### src/rtl/id_ex_pipeline_reg.sv
// ID/EX pipeline register: latches decoded operands and control, decodes ALUOp/funct to ALU control.
// Optional ID_EX_PERF_EN adds saturating bubble/stall counters.
module id_ex_pipeline_reg #(
    parameter int WIDTH = 32,
    parameter int RBITS = 5,
    parameter int CBITS = 4
) (
    input  logic             clk,
    input  logic             rst_n,
    input  logic             stall,
    input  logic             flush,
    input  logic             id_valid,
    input  logic [WIDTH-1:0] id_pc4,
    input  logic [WIDTH-1:0] id_rs_data,
    input  logic [WIDTH-1:0] id_rt_data,
    input  logic [WIDTH-1:0] id_imm,
    input  logic [RBITS-1:0] id_rs,
    input  logic [RBITS-1:0] id_rt,
    input  logic [RBITS-1:0] id_rd,
    input  logic [1:0]       id_alu_op,
    input  logic [5:0]       id_funct,
    input  logic             id_alu_src,
    input  logic             id_reg_dst,
    input  logic             id_reg_write,
    input  logic             id_mem_read,
    input  logic             id_mem_write,
    input  logic             id_mem_to_reg,
    input  logic             id_branch,
    output logic             ex_valid,
    output logic [WIDTH-1:0] ex_pc4,
    output logic [WIDTH-1:0] ex_rs_data,
    output logic [WIDTH-1:0] ex_rt_data,
    output logic [WIDTH-1:0] ex_imm,
    output logic [RBITS-1:0] ex_rs,
    output logic [RBITS-1:0] ex_rt,
    output logic [RBITS-1:0] ex_rd,
    output logic [CBITS-1:0] ex_alu_ctrl,
    output logic             ex_alu_src,
    output logic             ex_reg_dst,
    output logic             ex_reg_write,
    output logic             ex_mem_read,
    output logic             ex_mem_write,
    output logic             ex_mem_to_reg,
    output logic             ex_branch,
    output logic             ex_bad_funct
`ifdef ID_EX_PERF_EN
    ,
    output logic [31:0]      bubble_cnt,
    output logic [31:0]      stall_cnt
`endif
);

    localparam logic [CBITS-1:0] CTRL_ADD = CBITS'(4'b0010);
    localparam logic [CBITS-1:0] CTRL_SUB = CBITS'(4'b0110);
    localparam logic [CBITS-1:0] CTRL_AND = CBITS'(4'b0000);
    localparam logic [CBITS-1:0] CTRL_OR  = CBITS'(4'b0001);
    localparam logic [CBITS-1:0] CTRL_SLT = CBITS'(4'b0111);
    localparam logic [CBITS-1:0] CTRL_NOR = CBITS'(4'b1100);

    // Returns {unsupported_funct, ctrl}; the unsupported flag is qualified by id_valid outside.
    function automatic logic [CBITS:0] f_alu_decode(input logic [1:0] op, input logic [5:0] funct);
        logic [CBITS:0] res;
        res = {1'b0, CTRL_ADD};
        case (op)
            2'b00: res = {1'b0, CTRL_ADD};
            2'b01: res = {1'b0, CTRL_SUB};
            2'b11: res = {1'b0, CTRL_OR};
            default: begin
                case (funct)
                    6'b100000: res = {1'b0, CTRL_ADD};
                    6'b100010: res = {1'b0, CTRL_SUB};
                    6'b100100: res = {1'b0, CTRL_AND};
                    6'b100101: res = {1'b0, CTRL_OR};
                    6'b101010: res = {1'b0, CTRL_SLT};
                    6'b100111: res = {1'b0, CTRL_NOR};
                    default:   res = {1'b1, CTRL_ADD};
                endcase
            end
        endcase
        return res;
    endfunction

    logic [CBITS-1:0] w_alu_ctrl;
    logic             w_bad_funct;

    always_comb begin
        {w_bad_funct, w_alu_ctrl} = f_alu_decode(id_alu_op, id_funct);
    end

    logic             r_valid;
    logic [WIDTH-1:0] r_pc4;
    logic [WIDTH-1:0] r_rs_data;
    logic [WIDTH-1:0] r_rt_data;
    logic [WIDTH-1:0] r_imm;
    logic [RBITS-1:0] r_rs;
    logic [RBITS-1:0] r_rt;
    logic [RBITS-1:0] r_rd;
    logic [CBITS-1:0] r_alu_ctrl;
    logic             r_alu_src;
    logic             r_reg_dst;
    logic             r_reg_write;
    logic             r_mem_read;
    logic             r_mem_write;
    logic             r_mem_to_reg;
    logic             r_branch;
    logic             r_bad_funct;

    // Reset and flush both produce the bubble state; stall simply skips the load.
    always_ff @(posedge clk) begin
        if (!rst_n || flush) begin
            r_valid      <= 1'b0;
            r_pc4        <= '0;
            r_rs_data    <= '0;
            r_rt_data    <= '0;
            r_imm        <= '0;
            r_rs         <= '0;
            r_rt         <= '0;
            r_rd         <= '0;
            r_alu_ctrl   <= CTRL_ADD;
            r_alu_src    <= 1'b0;
            r_reg_dst    <= 1'b0;
            r_reg_write  <= 1'b0;
            r_mem_read   <= 1'b0;
            r_mem_write  <= 1'b0;
            r_mem_to_reg <= 1'b0;
            r_branch     <= 1'b0;
            r_bad_funct  <= 1'b0;
        end else if (!stall) begin
            r_valid      <= id_valid;
            r_pc4        <= id_pc4;
            r_rs_data    <= id_rs_data;
            r_rt_data    <= id_rt_data;
            r_imm        <= id_imm;
            r_rs         <= id_rs;
            r_rt         <= id_rt;
            r_rd         <= id_rd;
            r_alu_ctrl   <= w_alu_ctrl;
            r_alu_src    <= id_alu_src;
            r_reg_dst    <= id_reg_dst;
            r_mem_read   <= id_mem_read;
            r_mem_to_reg <= id_mem_to_reg;
            // Invalid slots must not write state or redirect fetch.
            r_reg_write  <= id_reg_write & id_valid;
            r_mem_write  <= id_mem_write & id_valid;
            r_branch     <= id_branch & id_valid;
            r_bad_funct  <= w_bad_funct & id_valid;
        end
    end

    assign ex_valid      = r_valid;
    assign ex_pc4        = r_pc4;
    assign ex_rs_data    = r_rs_data;
    assign ex_rt_data    = r_rt_data;
    assign ex_imm        = r_imm;
    assign ex_rs         = r_rs;
    assign ex_rt         = r_rt;
    assign ex_rd         = r_rd;
    assign ex_alu_ctrl   = r_alu_ctrl;
    assign ex_alu_src    = r_alu_src;
    assign ex_reg_dst    = r_reg_dst;
    assign ex_reg_write  = r_reg_write;
    assign ex_mem_read   = r_mem_read;
    assign ex_mem_write  = r_mem_write;
    assign ex_mem_to_reg = r_mem_to_reg;
    assign ex_branch     = r_branch;
    assign ex_bad_funct  = r_bad_funct;

`ifdef ID_EX_PERF_EN
    function automatic logic [31:0] f_sat_inc(input logic [31:0] v);
        return (v == 32'hFFFF_FFFF) ? v : v + 32'd1;
    endfunction

    logic [31:0] r_bubble_cnt;
    logic [31:0] r_stall_cnt;

    // A stall overlapped by a flush counts only as a bubble.
    always_ff @(posedge clk) begin
        if (!rst_n) begin
            r_bubble_cnt <= '0;
            r_stall_cnt  <= '0;
        end else if (flush) begin
            r_bubble_cnt <= f_sat_inc(r_bubble_cnt);
        end else if (stall) begin
            r_stall_cnt  <= f_sat_inc(r_stall_cnt);
        end
    end

    assign bubble_cnt = r_bubble_cnt;
    assign stall_cnt  = r_stall_cnt;
`endif

endmodule
### config.mk
export PLATFORM = sky130hd
export DESIGN_NAME = id_ex_pipeline_reg
export DESIGN_NICKNAME = d
export VERILOG_FILES = /design/src/rtl/id_ex_pipeline_reg.sv
export SDC_FILE = /design/constraint.sdc
export NUM_CORES = 1
export LEC_CHECK = 0
export ABC_AREA = 1
export CAP_MARGIN = 20
export CORE_ASPECT_RATIO = 1.4
export CORE_MARGIN = 8
export CORE_UTILIZATION = 42
export CTS_BUF_LIST = sky130_fd_sc_hd__clkbuf_4
export DETAILED_ROUTE_END_ITERATION = 7
export PLACE_DENSITY = 0.93
export SLEW_MARGIN = 20
export SYNTH_ARGS = -nofsm -noshare
export SYNTH_HDL_FRONTEND = slang
export SYNTH_SLANG_ARGS = --single-unit
### constraint.sdc
create_clock -name clk -period 1.4 [get_ports clk]
set_input_delay 0.28 -clock clk [delete_from_list [all_inputs] [get_ports clk]]
set_output_delay 0.28 -clock clk [all_outputs]
set_load 0.005 [all_outputs]
==> impl_metrics.py <==
metrics = {
    "status": {
        "status": "completed",
    },
    "synth": {
        "muxShareOfSynthArea_pct": 0,
        "seq_area_frac_synth_pct": 56.7,
        "syn_avg_cell_area_um2": 7.76,
        "async_reset_ff_share_pct": 0,
        "synth-edff-count": 0,
        "synth_compound_area_share_pct": 14.3,
        "synth_xor_area_share_pct": 0,
        "synth-main-ff-cell": "dfxtp_1",
        "synthAdderAreaFrac_pct": 0,
        "synthSimpleGateAreaFrac_pct": 23.0,
        "ys_ff_latch": 156,
        "yosysUniqueCellTypes": 15,
        "synth_area_mm2": 0.00551,
        "synth_top_family_by_area": "simple AND/OR/NAND/NOR gates",
        "synth_warnings": 0,
        "syn_inst": 710,
        "syn_nets": 873,
    },
    "global_routing": {
        "grt_pass1_vias": 5968,
        "grt_first_pass_wirelength_um": 30500,
        "track_usage_pct": 22.7,
        "grt_max_degree": 70,
        "grt_antenna_before_repair": 2,
        "overflow": 0,
    },
    "clock_network": {
        "cts_buffers": 17,
        "cts_hold_buf": 0,
        "path_clk_slew_ns": 0.13,
        "ctsRootBufferMaster": "clkbuf_4",
        "h-tree-depth": 4,
        "clock_latency_ns": 0.50,
        "tritoncts": "done",
        "cts_sinks": 156,
        "clockBufferDepth": 2,
    },
    "placement": {
        "placedCellCount": 1149,
        "port_buffers": 318,
        "dp_hpwl_um": 15000,
        "gp_congestion": 0.783,
        "place_ws_ns": -0.0942,
    },
    "route": {
        "wirelength_um": 20300,
        "drt-pass1-iter-count": 4,
        "drcViolationCount": 0,
        "avgViaCountPerCell": 4.93,
        "drtIter0Drc": 349,
        "wl_per_cell_um": 16.9,
        "ant_nets": 0,
        "vias": 5925,
    },
    "timing": {
        "rsz0062_at_grt": "no",
        "worstMarginPinSlew_ns": 0.311,
        "fmax_mhz": 765,
        "slew_violations": 0,
        "post-route-period-util_pct": 93.3,
        "setup_ws_ns": 0.0936,
        "min_period_ns": 1.31,
        "skew_ns": 0,
        "setup_viol": 0,
        "report.final.hold_viol_count": 0,
        "maxSlewHeadroom_pct": 79.2,
    },
    "setup_path": {
        "r2r_cells": 4,
        "cp_num_buf_inv": 1,
        "critPathMaxFanout": 2,
        "endpoint_kind": "output pin",
        "crit_start": "ex_rt_data[21]",
        "cp_top_family": "flip-flops",
        "cp_slowest_cell": "dfxtp_2",
        "cp_data_required_time_ns": 1.12,
        "r2r_end": "ex_rs_data[20]",
        "critical_path_depth": 1,
        "r2r_start": "ex_rs_data[20]",
        "critical_path_class": "flop to output pin",
        "endpoint": "ex_rt_data[21]",
        "cp.arrival_ns": 1.03,
        "r2r_setup_slack_ns": 0.58,
        "crit_chain": "clkdlybuf4s15_1",
        "startpoint_type": "flop",
        "cp_slowest_stage_delay_ns": 0.34,
    },
    "finish": {
        "finalNonFillerCells": 1203,
        "areaGrowthSynthToFinish_pct": 58.2,
        "layout-drive-gt1-share_pct": 36.3,
        "fillers": 982,
        "nNetsFinal": 1201,
        "final_cell_mix": "nand2_1 (313), clkdlybuf4s50_1 (161), a21oi_1 (155), dfxtp_2 (153), buf_2 (142)",
        "multi_input_area_mm2": 0.00206,
        "layout_commonest_cell": "nand2_1",
        "register_area_mm2": 0.00331,
        "utilization_pct": 68.1,
    },
    "floorplan": {
        "core-area_mm2": 0.0128,
        "die_w_um": 113,
        "rows": 49,
        "start_util_pct": 43.0,
        "chipHeight_um": 152,
        "ios": 319,
        "die_area_mm2": 0.0171,
    },
    "power": {
        "p_leak_nw": 3.89,
        "peakVddDrop_mv": 0.802,
        "p_per_area_mw_per_mm2": 996,
    },
    "worst_hold_path": {
        "worstHoldStart": "stall",
        "min_path_type": "input pin to flop",
    },
    "run": {
        "maxCapViolCount": 0,
    },
}
synthesized netlist by cell type (3+ instances only):
cell type / number / area (um2)
nor2_1: 12 / 45.0
buf_2: 23 / 115
inv_1: 12 / 45.0
nand2_1: 313 / 1170
buf_6: 8 / 90.1
nand4_1: 3 / 18.8
a21oi_1: 155 / 776
buf_1: 4 / 15.0
clkbuf_1: 12 / 45.0
nand3_1: 5 / 25.0
dfxtp_1: 156 / 3120
how the worst min path moves through the flow:
stage	to	slack (ns)	cells after the start
floorplan	ex_alu_ctrl[0]	0.42	2
finish	ex_pc4[20]	0.10	4
CTS	ex_pc4[20]	0.05	4
global placement	ex_pc4[14]	0.44	2
detailed placement	ex_pc4[14]	0.45	2
global route	ex_pc4[20]	0.06	4
through the flow:
stage                     hold WS [ns]  power (mW)  instance area, um2  TNS (ns)
after detailed placement         0.447        6.05                8840     -2.39
final                            0.103        8.68                8720         0
after floorplan                  0.420        5.17                5510         0
after global placement           0.443        6.02                8840     -1.32
after CTS                       0.0462        8.80                8810         0
after global routing            0.0599        9.09                8720         0
worst register-to-register path, cell delays in order (launching register included):
cell     delay [ns]
dfxtp_2        0.35
buf_4          0.10
buf_4          0.09
nand2_1        0.05
a21oi_1        0.17
power by group:
part,internal (mW),switching (mW),total (mW)
clock,1.23,1.59,2.82
sequential,4.60,0.0672,4.67
combinational,0.681,0.519,1.20
total,6.51,2.17,8.68
repair_timing:
| item | in CTS | in global routing |
|---|---|---|
| resized for setup | 737 | 25 |
| endpoints found under the setup margin | 156 | 25 |
| pin swaps | 0 | 0 |
| gates cloned | 0 | 0 |
| setup buffers | 17 | 6 |
cell families (layout without fill, tap and decap cells):
| kind of cell | count (synthesis) | after routing |
|---|---|---|
| AND/OR/NAND/NOR | 334 | 334 |
| AO/OA/AOI/OAI | 157 | 157 |
| flip-flops | 156 | 156 |
| buffers and inverters | 63 | 402 |
| other | 0 | 1 |
metal layers:
metal,vias to the layer above,GRT usage [%],share of wire (%)
met5,-,0,0.039
li1,2916,-,-
met3,51,9.88,10
met4,2,12.2,3.9
met2,269,40.4,50
met1,2687,21.8,36
layout make-up:
type                    instances  area share, %
repair buffers                358           32.2
clock inverters                13           1.91
multi-input cells             491           23.6
clock buffers                  17           1.46
diodes                          1         0.0287
inverters                      14          0.660
flip-flops and latches        156           38.0
well taps                     153           2.20
Note: power is estimated with default switching activity, not from simulation.
